File: src/rtl/pong_pkg.sv
// rtl/pong_pkg.sv - shared game state codes, winner codes, frame tick position and BCD helper
// No ports. Imported by the game controller, its BCD counter and the graphics refresh tick.
package pong_pkg;

  // game_state encoding seen by the text/score overlay
  localparam logic [1:0] ST_NEWGAME = 2'b00;
  localparam logic [1:0] ST_PLAY    = 2'b01;
  localparam logic [1:0] ST_NEWBALL = 2'b10;
  localparam logic [1:0] ST_OVER    = 2'b11;

  localparam logic [1:0] WIN_NONE  = 2'b00;
  localparam logic [1:0] WIN_LEFT  = 2'b01;
  localparam logic [1:0] WIN_RIGHT = 2'b10;

  // frame tick position, just below the visible area
  localparam logic [9:0] TICK_X_DEF = 10'd0;
  localparam logic [9:0] TICK_Y_DEF = 10'd481;

  // two-digit BCD increment, holds at 99
  function automatic logic [7:0] bcd2_inc(input logic [7:0] v);
    logic [7:0] r;
    if (v == 8'h99)
      r = v;
    else if (v[3:0] == 4'd9)
      r = {v[7:4] + 4'd1, 4'd0};
    else
      r = {v[7:4], v[3:0] + 4'd1};
    return r;
  endfunction

endpackage

File: src/rtl/pong_game_ctrl_if.sv
// rtl/pong_game_ctrl_if.sv - signal bundle between VGA/graphics/buttons and the game controller
// Inputs to controller: x, y (scan position), btn (pads), hit, miss (from pong_graph).
// Outputs of controller: gra_still, game_state, score_l, score_r, rally, winner.
interface pong_game_ctrl_if;
  logic [9:0] x;
  logic [9:0] y;
  logic [3:0] btn;
  logic [1:0] hit;
  logic [1:0] miss;
  logic       gra_still;
  logic [1:0] game_state;
  logic [7:0] score_l;
  logic [7:0] score_r;
  logic [7:0] rally;
  logic [1:0] winner;

  // environment side: drives scan position, buttons and ball events
  modport master (
    output x, y, btn, hit, miss,
    input  gra_still, game_state, score_l, score_r, rally, winner
  );

  // controller side
  modport slave (
    input  x, y, btn, hit, miss,
    output gra_still, game_state, score_l, score_r, rally, winner
  );
endinterface

File: src/rtl/bcd2_counter.sv
// rtl/bcd2_counter.sv - two-digit BCD counter with clear, increment and saturation at 99
// Ports: clk, reset (async, active-high), i_clr (priority clear), i_inc, o_count (BCD).
module bcd2_counter
  import pong_pkg::*;
(
  input  logic       clk,
  input  logic       reset,
  input  logic       i_clr,
  input  logic       i_inc,
  output logic [7:0] o_count
);

  logic [7:0] r_count;

  always_ff @(posedge clk or posedge reset) begin
    if (reset)
      r_count <= 8'h00;
    else if (i_clr)
      r_count <= 8'h00;
    else if (i_inc)
      r_count <= bcd2_inc(r_count);
  end

  assign o_count = r_count;

endmodule

File: src/rtl/pong_game_ctrl.sv
// rtl/pong_game_ctrl.sv - pong game controller: new-game/play/new-ball/over FSM, scores, rally
// Ports: clk, reset (async, active-high), bus (slave side of pong_game_ctrl_if):
//   x/y scan position, btn pads, hit/miss ball events in; gra_still, game_state,
//   score_l, score_r, rally, winner out (all registered).
module pong_game_ctrl
  import pong_pkg::*;
#(
  parameter logic [7:0] WIN_SCORE_BCD = 8'h11,
  parameter int         WAIT_FRAMES   = 120,
  parameter logic [9:0] TICK_Y        = TICK_Y_DEF,
  parameter logic [9:0] TICK_X        = TICK_X_DEF
) (
  input  logic             clk,
  input  logic             reset,
  pong_game_ctrl_if.slave  bus
);

  localparam logic [7:0] WAIT_LOAD = 8'(WAIT_FRAMES);

  logic [1:0] r_state;
  logic       r_gra_still;
  logic [1:0] r_winner;
  logic [7:0] r_timer;
  logic       r_btn_d;
  logic       r_hit_d;

  logic [1:0] w_state_nxt;
  logic [1:0] w_winner_nxt;
  logic [7:0] w_timer_nxt;
  logic       w_clr_match;
  logic       w_clr_rally;
  logic       w_inc_l;
  logic       w_inc_r;
  logic       w_inc_rally;
  logic [7:0] w_score_l;
  logic [7:0] w_score_r;
  logic [7:0] w_rally;

  wire w_frame_tick = (bus.y == TICK_Y) && (bus.x == TICK_X);
  wire w_btn_rise   = (|bus.btn) & ~r_btn_d;
  wire w_hit_rise   = (|bus.hit) & ~r_hit_d;

  always_comb begin
    w_state_nxt  = r_state;
    w_winner_nxt = r_winner;
    w_timer_nxt  = r_timer;
    w_clr_match  = 1'b0;
    w_clr_rally  = 1'b0;
    w_inc_l      = 1'b0;
    w_inc_r      = 1'b0;
    w_inc_rally  = 1'b0;
    case (r_state)
      ST_NEWGAME: begin
        if (w_btn_rise) begin
          w_state_nxt  = ST_PLAY;
          w_clr_match  = 1'b1;
          w_winner_nxt = WIN_NONE;
        end
      end
      ST_PLAY: begin
        w_inc_rally = w_hit_rise;
        // leaving PLAY on the first miss cycle is what limits a miss to one point;
        // miss[0] has priority when both sides report together
        if (bus.miss[0]) begin
          w_inc_l     = 1'b1;
          w_timer_nxt = WAIT_LOAD;
          if (bcd2_inc(w_score_l) == WIN_SCORE_BCD) begin
            w_state_nxt  = ST_OVER;
            w_winner_nxt = WIN_LEFT;
          end else begin
            w_state_nxt = ST_NEWBALL;
          end
        end else if (bus.miss[1]) begin
          w_inc_r     = 1'b1;
          w_timer_nxt = WAIT_LOAD;
          if (bcd2_inc(w_score_r) == WIN_SCORE_BCD) begin
            w_state_nxt  = ST_OVER;
            w_winner_nxt = WIN_RIGHT;
          end else begin
            w_state_nxt = ST_NEWBALL;
          end
        end
      end
      ST_NEWBALL: begin
        if (r_timer == 8'd0) begin
          w_state_nxt = ST_PLAY;
          w_clr_rally = 1'b1;
        end else if (w_frame_tick) begin
          w_timer_nxt = r_timer - 8'd1;
        end
      end
      ST_OVER: begin
        if (r_timer == 8'd0) begin
          if (w_btn_rise)
            w_state_nxt = ST_NEWGAME;
        end else if (w_frame_tick) begin
          w_timer_nxt = r_timer - 8'd1;
        end
      end
      default: w_state_nxt = ST_NEWGAME;
    endcase
  end

  always_ff @(posedge clk or posedge reset) begin
    if (reset) begin
      r_state     <= ST_NEWGAME;
      r_gra_still <= 1'b1;
      r_winner    <= WIN_NONE;
      r_timer     <= 8'd0;
      r_btn_d     <= 1'b0;
      r_hit_d     <= 1'b0;
    end else begin
      r_state     <= w_state_nxt;
      // registered with the state so it is already valid in the first cycle of each state
      r_gra_still <= (w_state_nxt != ST_PLAY);
      r_winner    <= w_winner_nxt;
      r_timer     <= w_timer_nxt;
      r_btn_d     <= |bus.btn;
      r_hit_d     <= |bus.hit;
    end
  end

  bcd2_counter u_score_l (
    .clk(clk), .reset(reset), .i_clr(w_clr_match), .i_inc(w_inc_l), .o_count(w_score_l)
  );

  bcd2_counter u_score_r (
    .clk(clk), .reset(reset), .i_clr(w_clr_match), .i_inc(w_inc_r), .o_count(w_score_r)
  );

  bcd2_counter u_rally (
    .clk(clk), .reset(reset), .i_clr(w_clr_match | w_clr_rally), .i_inc(w_inc_rally),
    .o_count(w_rally)
  );

  assign bus.gra_still  = r_gra_still;
  assign bus.game_state = r_state;
  assign bus.score_l    = w_score_l;
  assign bus.score_r    = w_score_r;
  assign bus.rally      = w_rally;
  assign bus.winner     = r_winner;

endmodule
File: src/flat_wrapper.sv
// flat-port wrapper written by rule: the top's interface ports become plain ports
module pong_game_ctrl_flat import pong_pkg::*;
#(
  parameter logic [7:0] WIN_SCORE_BCD = 8'h11,
  parameter int         WAIT_FRAMES   = 120,
  parameter logic [9:0] TICK_Y        = TICK_Y_DEF,
  parameter logic [9:0] TICK_X        = TICK_X_DEF
)
  (clk, reset, bus_x, bus_y, bus_btn, bus_hit, bus_miss, bus_gra_still, bus_game_state, bus_score_l, bus_score_r, bus_rally, bus_winner);
  pong_game_ctrl_if bus_i ();
  input  logic clk;
  input  logic reset;
  input wire logic [$bits(bus_i.x)-1:0] bus_x;
  input wire logic [$bits(bus_i.y)-1:0] bus_y;
  input wire logic [$bits(bus_i.btn)-1:0] bus_btn;
  input wire logic [$bits(bus_i.hit)-1:0] bus_hit;
  input wire logic [$bits(bus_i.miss)-1:0] bus_miss;
  output wire logic [$bits(bus_i.gra_still)-1:0] bus_gra_still;
  output wire logic [$bits(bus_i.game_state)-1:0] bus_game_state;
  output wire logic [$bits(bus_i.score_l)-1:0] bus_score_l;
  output wire logic [$bits(bus_i.score_r)-1:0] bus_score_r;
  output wire logic [$bits(bus_i.rally)-1:0] bus_rally;
  output wire logic [$bits(bus_i.winner)-1:0] bus_winner;
  assign bus_i.x = bus_x;
  assign bus_i.y = bus_y;
  assign bus_i.btn = bus_btn;
  assign bus_i.hit = bus_hit;
  assign bus_i.miss = bus_miss;
  assign bus_gra_still = bus_i.gra_still;
  assign bus_game_state = bus_i.game_state;
  assign bus_score_l = bus_i.score_l;
  assign bus_score_r = bus_i.score_r;
  assign bus_rally = bus_i.rally;
  assign bus_winner = bus_i.winner;
  pong_game_ctrl #(.WIN_SCORE_BCD(WIN_SCORE_BCD), .WAIT_FRAMES(WAIT_FRAMES), .TICK_Y(TICK_Y), .TICK_X(TICK_X)) u_core (.clk(clk), .reset(reset), .bus(bus_i));
endmodule
File: config.mk
export PLATFORM = sky130hd
export DESIGN_NAME = pong_game_ctrl_flat
export DESIGN_NICKNAME = d
export VERILOG_FILES = /design/src/rtl/pong_pkg.sv /design/src/rtl/pong_game_ctrl_if.sv /design/src/rtl/bcd2_counter.sv /design/src/rtl/pong_game_ctrl.sv /design/src/flat_wrapper.sv
export SDC_FILE = /design/constraint.sdc
export NUM_CORES = 1
export LEC_CHECK = 0
export BUFFER_PORTS_ARGS = -buffer_cell sky130_fd_sc_hd__buf_2
export CORE_UTILIZATION = 58
export CTS_CLUSTER_DIAMETER = 50
export DETAILED_ROUTE_END_ITERATION = 10
export PLACE_DENSITY = 0.88
export SKIP_CTS_REPAIR_TIMING = 1
export SLEW_MARGIN = 20
export SYNTH_ARGS = -nofsm -noshare
export SYNTH_HDL_FRONTEND = slang
export SYNTH_HIERARCHICAL = 1
export SYNTH_SLANG_ARGS = --single-unit
export TNS_END_PERCENT = 30
File: constraint.sdc
create_clock -name clk -period 4.91 [get_ports clk]
set_input_delay 0.2455 -clock clk [delete_from_list [all_inputs] [get_ports clk]]
set_output_delay 0.2455 -clock clk [all_outputs]
set_load 0.03 [all_outputs]
==> results.md, run 1 <==
STA:
- The fmax is 400 MHz.
- The final critical-path required period is 2.50 ns.
- Setup repair after global routing left no endpoint under its margin.
- Dividing the final minimum period by the clock period gives 0.509.
- The hold violation count in the final report is 0.
- The final number of max-transition violations is 0.
- The tightest slew margin relative to the limit is 0.364.
- For the final database, setup skew stands at 0.0135 ns.
- The total setup violations reported at the end of the flow is 0.
- The transition time of the tightest slew-check pin is 0.952 ns.
- The final total negative setup slack is 0 ns.

Cells and area:
- 0 antenna diodes ended up in the layout.
- The proportion of layout cells with a drive suffix above 1 is 0.303.
- The area added between synthesis and finish is 17.7%.
- With fillers left out, the area of the finished cells amounts to 2870 sq um.
- Leaving out filler cells and counting taps, the final layout contains 370.
- The net count reported at finish is 362.

Pwr:
- The share of total power dissipated in the clock network is 0.218.
- The share of total power in sequential cells is 0.453.
- The net switching power is about 0.39 mW.
- The cell leakage power is 1.38 nW.
- The switching fraction of total power is 0.392.
- The worst voltage drop across the vdd grid is 0.000256 V.
- The total power divided by cell area is between 300 and 400 nW/um^2.
- The internal power of the cells totals about 0.60 mW.
- Of the total power, combinational logic draws 0.329.

Global route:
- The via count of the first global-routing pass came to 1897.
- Entering global routing, the biggest net connects 21 pins.
- For met3 alone, demand over resource in global routing was 0.0753.
- The number of antenna violations at the first check in global routing was 0.
- After global routing the overflow that remains totals 0.
- In this run the most used layer during global routing was met2.
- The overall routing resource usage is 0.257.
- In the global route stage, met2 resource usage came out at 0.429.
- The global-route wire length before repair is approximately 8.5 mm.
- The met1 layer usage reported by global route is 0.317.

Die:
- The placeable core region is roughly 4000 sq um.
- From left edge to right edge, the die measures roughly 67 um.
- The die covers 4470 sq um.
- The die is roughly 67 um tall.
- The number of top-level pins is 59.
- The number of cell rows is 23.
- The starting density of the core is 0.606.

Synth:
- The number of enable-type register cells in the synthesized netlist is 0.
- The Yosys step of the flow raised 6 warnings.
- Counting every instance in the synthesized netlist gives 257.
- The fraction of the yosys area taken by sequential cells is 0.400.
- The summed instance area of the synthesized netlist is 2440 sq um.
- In the synthesized netlist the async set-or-reset flop fraction comes to 1.00.
- The number of nets in the synthesized netlist is 300.
- For this run, the leading register cell type out of synthesis is sky130_fd_sc_hd__dfrtp_1.
- After synthesis, the netlist uses 42 different library cells.
- The average cell area after synthesis is 9.50 sq um.
- Synthesis inferred 39 register bits.

Place:
- Counting tap cells, the placed design contains a total of 361 instances.
- Once detailed placement completed, the half-perimeter wirelength came to between 3 and 4 mm.
- Buffers placed on the I/O ports in this run total 58.
- After detailed placement, the total cell area comes to roughly 2800 sq um.
- The last weighted congestion value of the routability-driven placer is 0.782.

Clock network:
- The number of clock buffers added by TritonCTS is 5.
- The cell sitting at the root of the clock tree is a sky130_fd_sc_hd__clkbuf_8.
- The TritonCTS clock tree is done.
- The clock insertion delay at the later pin of the skew report is ~0.3 ns.
- The clock sink count is 39.
- The clock tree buffer depth is 2.
- The H-tree was split into 2 levels.
- Clock-pin slew was measured on the worst setup and hold paths at 0.07 ns.

Hold path:
- The count of cells along the worst hold path is 2.
- In this run the most critical hold path is launched from bus_hit[0].
- The worst hold path terminates at u_core/r_hit_d$_DFF_PP0_.
- The type of the worst min-delay path is in -> reg.

Drt:
- The detail route stage leaves a number of antenna-violating nets equal to 0.
- The DRC violation total after the first TritonRoute iteration is 150.
- The via total after detailed routing is 2166.
- For this run, design rule violations remaining after detail routing come to 0.
- Dividing the detail-routed wire length by the instance count gives 14.4 um.
- The number of vias per cell after detailed routing is 5.85.
- The number of optimization iterations in the first detailed-route pass is 4.
- Summed over all layers, the routed wires come to 5.35 mm.

Critical path:
- The worst register-to-register path begins at u_core/bus.game_state[1]$_DFF_PP0_.
- The nature of the critical path startpoint is a register.
- The critical path is of the reg -> reg type.
- The sort of element at the end of the critical path is a register.
- The minimum setup slack among reg-to-reg paths is ~2.4 ns.
- The critical path required time is 5.12 ns.
- The data arrival time of the critical path is ~2.7 ns.
- The number of cells on the worst reg-to-reg path is 5.
- The endpoint of the worst-slack reg-to-reg timing path is u_core/u_rally/o_count[6]$_DFFE_PP0P_.
- Along the worst path, the maximum fanout reaches 8.

Flow run:
- Max-cap violations in this run came to 0.

Status:
- The run finished with clean final reports.
metal layers:
| metal | vias to the layer above | part of all wire | wire, um |
|---|---|---|---|
| met5 | - | 0 | 0 |
| met4 | 0 | 0.0064 | 34 |
| met3 | 4 | 0.064 | 343 |
| met2 | 72 | 0.49 | 2620 |
| met1 | 1032 | 0.44 | 2350 |
| li1 | 1058 | - | - |
area by class of cell:
cell class              count  area, sq um
well taps                  50         62.6
clock inverters             2         12.5
inverters                  20         75.1
fillers                   323         1150
repair buffers             59          300
clock buffers               6         72.6
flip-flops and latches     39          977
multi-input cells         194         1370
layout by cell type, fill, tap and decap left out, types with 2 or more instances in the layout:
cell                        n
sky130_fd_sc_hd__nand3b_1   7
sky130_fd_sc_hd__clkbuf_8   5
sky130_fd_sc_hd__and2_1     2
sky130_fd_sc_hd__nand4b_4   3
sky130_fd_sc_hd__or3_1      2
sky130_fd_sc_hd__a21oi_1   19
sky130_fd_sc_hd__or3b_2     3
sky130_fd_sc_hd__mux2_2     3
sky130_fd_sc_hd__o31a_2     3
sky130_fd_sc_hd__ha_1      13
sky130_fd_sc_hd__nor3_1     2
sky130_fd_sc_hd__nand3_1   10
sky130_fd_sc_hd__nor4b_1    4
sky130_fd_sc_hd__nand2b_1   4
sky130_fd_sc_hd__nor4_1     8
sky130_fd_sc_hd__mux2i_1   10
sky130_fd_sc_hd__o21ai_0   14
sky130_fd_sc_hd__nand4_1    7
sky130_fd_sc_hd__or2_2      5
sky130_fd_sc_hd__nand2_1   16
sky130_fd_sc_hd__nor3b_1    3
sky130_fd_sc_hd__and3b_1    3
sky130_fd_sc_hd__or4_1      6
sky130_fd_sc_hd__inv_1     20
sky130_fd_sc_hd__o211ai_1   3
sky130_fd_sc_hd__nor2b_1    3
sky130_fd_sc_hd__nor2_1    17
sky130_fd_sc_hd__buf_2     58
sky130_fd_sc_hd__dfrtp_1   38
sky130_fd_sc_hd__o31ai_1    4
sky130_fd_sc_hd__or3_2      9
state kept, by name, summed over array words and instances (netlist names):
name	flops
u_core/r_timer	8
u_core/u_rally/o_count	8
u_core/u_score_l/o_count	8
u_core/u_score_r/o_count	8
u_core/bus.game_state	2
u_core/bus.winner	2
u_core/bus.gra_still	1
u_core/r_btn_d	1
u_core/r_hit_d	1
Yosys cell counts, types with 2 or more instances:
master                      n  share of area
sky130_fd_sc_hd__nor4b_1    4          0.014
sky130_fd_sc_hd__a21oi_1   19          0.039
sky130_fd_sc_hd__clkbuf_1   4         0.0061
sky130_fd_sc_hd__dfrtp_1   38           0.39
sky130_fd_sc_hd__o211ai_1   3         0.0092
sky130_fd_sc_hd__or3_2      9          0.028
sky130_fd_sc_hd__nand2_1   16          0.025
sky130_fd_sc_hd__o21ai_0   14          0.029
sky130_fd_sc_hd__nor4_1     8          0.021
sky130_fd_sc_hd__o31ai_1    4          0.012
sky130_fd_sc_hd__nand4b_4   3          0.029
sky130_fd_sc_hd__or3b_2     3          0.011
sky130_fd_sc_hd__mux2_2     3          0.014
sky130_fd_sc_hd__inv_1     20          0.031
sky130_fd_sc_hd__nor2_1    17          0.026
sky130_fd_sc_hd__or2_2      5          0.013
sky130_fd_sc_hd__nor2b_1    3         0.0077
sky130_fd_sc_hd__mux2i_1   10          0.041
sky130_fd_sc_hd__ha_1      13          0.067
sky130_fd_sc_hd__nor3b_1    3         0.0092
sky130_fd_sc_hd__and2_1     2         0.0051
sky130_fd_sc_hd__nand2b_1   4          0.010
sky130_fd_sc_hd__nand3b_1   7          0.022
sky130_fd_sc_hd__nor3_1     2         0.0041
sky130_fd_sc_hd__nand3_1   10          0.021
sky130_fd_sc_hd__and3b_1    3          0.011
sky130_fd_sc_hd__o31a_2     3          0.012
sky130_fd_sc_hd__nand4_1    7          0.018
sky130_fd_sc_hd__or4_1      6          0.018
sky130_fd_sc_hd__or3_1      2         0.0051
power by group through the flow:
| stage | combinational (mW) | clock [mW] | sequential, mW |
|---|---|---|---|
| 4_1_cts | 0.324 | 0.220 | 0.445 |
| 3_5_place_dp | 0.322 | 0 | 0.451 |
| 5_1_grt | 0.356 | 0.232 | 0.456 |
| 3_3_place_gp | 0.308 | 0 | 0.445 |
| 2_1_floorplan | 0.153 | 0 | 0.518 |
| 6_report | 0.324 | 0.214 | 0.445 |
worst max-delay path, cell delays in order (launching register included):
cell and delay (ns):
sky130_fd_sc_hd__dfrtp_1 0.44, sky130_fd_sc_hd__nand2b_1 0.27, sky130_fd_sc_hd__nor3b_1 0.81, sky130_fd_sc_hd__nand4b_4 0.22, sky130_fd_sc_hd__or4_1 0.50, sky130_fd_sc_hd__a21oi_1 0.18
kinds of logic after synthesis:
kind of cell / after synthesis / share of synthesized area
and+or+nand+nor: 122 / 0.330
muxes: 13 / 0.0548
DFF: 39 / 0.400
adders and majority gates: 13 / 0.0666
buffers and inverters: 24 / 0.0369
AOI/OAI and AO/OA: 46 / 0.111
worst max-delay path by stage:
stage | slack, ns | depth (start not counted) | end | from
global placement | 2.59 | 6 | u_core/u_rally/o_count[0]$_DFFE_PP0P_ | u_core/r_timer[5]$_DFFE_PP0P_
detailed placement | 2.44 | 5 | u_core/u_rally/o_count[5]$_DFFE_PP0P_ | u_core/bus.game_state[1]$_DFF_PP0_
global route | 2.25 | 5 | u_core/u_rally/o_count[6]$_DFFE_PP0P_ | u_core/bus.game_state[1]$_DFF_PP0_
finish | 2.41 | 5 | u_core/u_rally/o_count[6]$_DFFE_PP0P_ | u_core/bus.game_state[1]$_DFF_PP0_
CTS | 2.45 | 5 | u_core/u_rally/o_count[5]$_DFFE_PP0P_ | u_core/bus.game_state[1]$_DFF_PP0_
floorplan | 2.68 | 5 | u_core/u_score_r/o_count[6]$_DFFE_PP0P_ | u_core/bus.game_state[1]$_DFF_PP0_
through the flow:
stage	total power [mW]	setup slack (ns)	utilization	hold WS, ns
3_5_place_dp	0.773	2.44	0.690	0.237
2_1_floorplan	0.671	2.68	-	0.0612
5_1_grt	1.04	2.25	0.713	0.164
3_3_place_gp	0.753	2.59	0.690	0.230
6_report	0.983	2.41	0.713	0.155
4_1_cts	0.989	2.45	0.711	-0.0913
Power figures use the tool's default switching activity.
==> run 2, diff against run 1 <==
CORE_UTILIZATION = 54   (was 58)
PLACE_DENSITY = 0.82   (was 0.88)
clock period = 2.5 ns   (was 4.91 ns; I/O delays follow)
==> run 2 against run 1 <==
Net effect:
- clock skew is 0.0078 ns lower
- design area is 1.7% higher
- register-to-register slack worse by 1.9 ns
- critical path type unchanged
- highest routed layer unchanged
==> results.md, run 2 (synthesis results as in run 1) <==
Hold path:
- In this run the worst hold path is classified as in -> reg.

Die:
- The number of top-level pins came to 59 (unchanged).
- The placeable core region is 4350 sq um (+8.1%).
- The number of cell rows is 24 (+4.3%).
- The full die area came to 4790 sq um (+7.2%).
- The die extent in x is 69.2 um (+3.5%).
- The vertical die dimension came to 69.2 um (+3.5%).
- The starting density of the core is 0.561 (-0.0453).

Drt:
- The DRC violation total after the first TritonRoute iteration is 176 (+17%).
- The wire length on met2 is 2.49 mm (-5.0%).
- The number of optimization iterations in the first detailed-route pass is 4 (unchanged).
- The number of vias per cell after detailed routing came to 5.76 (-1.6%).
- The via total after detailed routing is 2166 (unchanged).
- The highest layer touched by signal routing is met4.
- The total detailed-routing wirelength is 5.23 mm (-2.1%).
- The residual antenna-violating net count after detailed routing is 0 (unchanged).
- The total DRC errors in the routed layout is 0 (unchanged).
- The post-detailed-route wirelength per cell came to 13.9 um (-3.7%).
- The met3 layer wire length in the routed design was 308 um (-10%).
- The met1 layer wirelength in the final routing is 2.37 mm (+0.89%).

Pwr:
- The total power divided by cell area came to 669 nW/um^2 (+96%).
- The cell leakage power is 1.41 nW (+2.3%).
- The switching fraction of total power was 0.371 (-0.0215).
- The share of total power in sequential cells is 0.446 (-0.007).
- The share of power burned in the clock network came to 0.235 (+0.017).
- The net switching power is 0.725 mW (+88%).
- The combinational power share came to 0.319 (-0.010).
- The worst voltage drop across the vdd grid is 0.000467 V (+82%).
- The internal power component is 1.23 mW (+110%).

Clock network:
- The clock root buffer is sky130_fd_sc_hd__clkbuf_8.
- The TritonCTS clock tree is done.
- The clock tree buffer depth is 2 (unchanged).
- The number of levels in the clock H-tree was 2 (unchanged).
- The clock insertion delay at the later pin of the skew report is 0.29 ns (about the same).
- The number of buffers created by CTS is 5 (unchanged).
- The clock sink count is 39 (unchanged).
- The clock input transition at the sequential cells of the worst setup and hold paths is 0.07 ns (about the same).

Cells and area:
- The count of placed standard cells in the final layout, fillers left out is 376 (+1.6%).
- The net count reported at finish came to 366 (+1.1%).
- The antenna diode count is 0 (unchanged).
- Relative to the synthesized area, the layout overhead comes to 19.7%.
- The most common cell after layout, fill and taps aside is sky130_fd_sc_hd__buf_2.
- The area taken by flip-flops and latches is 977 sq um (unchanged).
- The proportion of layout cells with a drive suffix above 1 was 0.312 (+0.00860).
- The top cell types in the final layout, fill and taps aside, are sky130_fd_sc_hd__buf_2 (58), sky130_fd_sc_hd__dfrtp_1 (38), sky130_fd_sc_hd__inv_1 (20), sky130_fd_sc_hd__a21oi_1 (19), sky130_fd_sc_hd__nor2_1 (17).
- The fill cell total of the finished layout is 375 (+16%).
- The area occupied by multi-input gates came to 1370 sq um (unchanged).
- The share of the core filled with cells in the final layout is 0.671 (-0.0424).

STA:
- The final total negative setup slack came to 0 ns (unchanged).
- The share of the clock period used by the worst path after layout is 0.803 (+0.295).
- The tightest slew margin relative to the limit is 0.575 (+0.211).
- The transition time of the tightest slew-check pin is 0.636 ns (-0.316 ns).
- The final critical-path required period is 2.01 ns (-0.489 ns).
- The final number of max-transition violations is 0 (unchanged).
- The total setup violations reported at the end of the flow is 0 (unchanged).
- The hold violation count in the final report came to 0 (unchanged).
- The final setup slack of the worst path is 0.492 ns (-1.92 ns).
- Setup repair after global routing left no endpoint under its margin.
- The fmax is 498 MHz (+24%).
- The clock skew was 0.00575 ns (-0.00778 ns).

Global route:
- The number of antenna violations at the first check in global routing was 0 (unchanged).
- The via count of the first global-routing pass is 2020 (+6.5%).
- The global-route wire length before repair is 9.06 mm (+6.0%).
- The overall overflow remaining after global route came to 0 (unchanged).
- The maximum number of pins on one net before global-route repair came to 21 (unchanged).
- The overall routing resource usage was 0.234 (-0.0235).

Status:
- The run finished with clean final reports.

Critical path:
- The critical path in this run is classified as reg -> reg.
- The data arrival time of the critical path was 2.21 ns (-0.50 ns).
- The nature of the critical path startpoint is a register.
- The largest fanout of any net on the critical path is 8 (unchanged).
- The critical path required time was 2.70 ns (-2.42 ns).
- The worst setup path is captured at a register.

Place:
- The placed cell count is 367 (+1.7%).
- The total half-perimeter wirelength after legalization and detailed placement is 3.95 mm (+0.57%).
- The last weighted congestion value of the routability-driven placer was 0.810 (+3.6%).
- The worst setup timing slack at the placement stage is 0.524 ns (-1.92 ns).
- The number of I/O port buffers is 58 (unchanged).

Flow run:
- The number of violations of the max-capacitance limit is 0 (unchanged).
[run 2: cell type report]
class	instances	share of cell area
clock buffers	8	0.0343
inverters	20	0.0257
multi-input cells	194	0.470
flip-flops and latches	39	0.334
well taps	52	0.0223
repair buffers	63	0.113
[run 2: path summary, 6_finish.rpt]
| kind | start | endpoint | slack (ns) | depth (start not counted) |
|---|---|---|---|---|
| max in group asynchronous | reset | u_core/r_timer[0]$_DFFE_PP0P_ | 1.66 | 3 |
| min | bus_hit[1] | u_core/r_hit_d$_DFF_PP0_ | 0.06 | 2 |
| min in group asynchronous | reset | u_core/u_rally/o_count[2]$_DFFE_PP0P_ | 0.36 | 3 |
| max reg2reg | u_core/bus.game_state[1]$_DFF_PP0_ | u_core/u_score_l/o_count[6]$_DFFE_PP0P_ | 0.49 | 5 |
| min reg2reg | u_core/r_timer[0]$_DFFE_PP0P_ | u_core/r_timer[0]$_DFFE_PP0P_ | 0.51 | 1 |
| max | u_core/bus.game_state[1]$_DFF_PP0_ | u_core/u_score_l/o_count[6]$_DFFE_PP0P_ | 0.49 | 5 |
[run 2: critical path, stage by stage, from the launching register on]
cell and delay (ns):
sky130_fd_sc_hd__dfrtp_1 0.45, sky130_fd_sc_hd__nand2b_1 0.25, sky130_fd_sc_hd__nor2_1 0.39, sky130_fd_sc_hd__nand4b_4 0.19, sky130_fd_sc_hd__or4_1 0.50, sky130_fd_sc_hd__a21oi_1 0.15
[run 2: power groups by stage]
stage	Sequential (mW)	Clock, mW	Combinational (mW)
global route	0.895	0.506	0.686
finish	0.871	0.460	0.623
CTS	0.870	0.480	0.627
floorplan	1.02	0	0.301
detailed placement	0.880	0	0.626
global placement	0.875	0	0.612
[run 2: routing by layer]
metal,vias up,global-route usage
met1,1031,0.306
met4,0,0.0839
met2,65,0.376
li1,1064,-
met3,6,0.0596
met5,-,0
[run 2: stage by stage]
stage	area [sq um]	hold WS [ns]	total power, mW
detailed placement	2810	0.124	1.51
CTS	2910	-0.189	1.98
global route	2920	0.0539	2.09
finish	2920	0.0600	1.95
global placement	2810	0.120	1.49
floorplan	2440	-0.0593	1.32
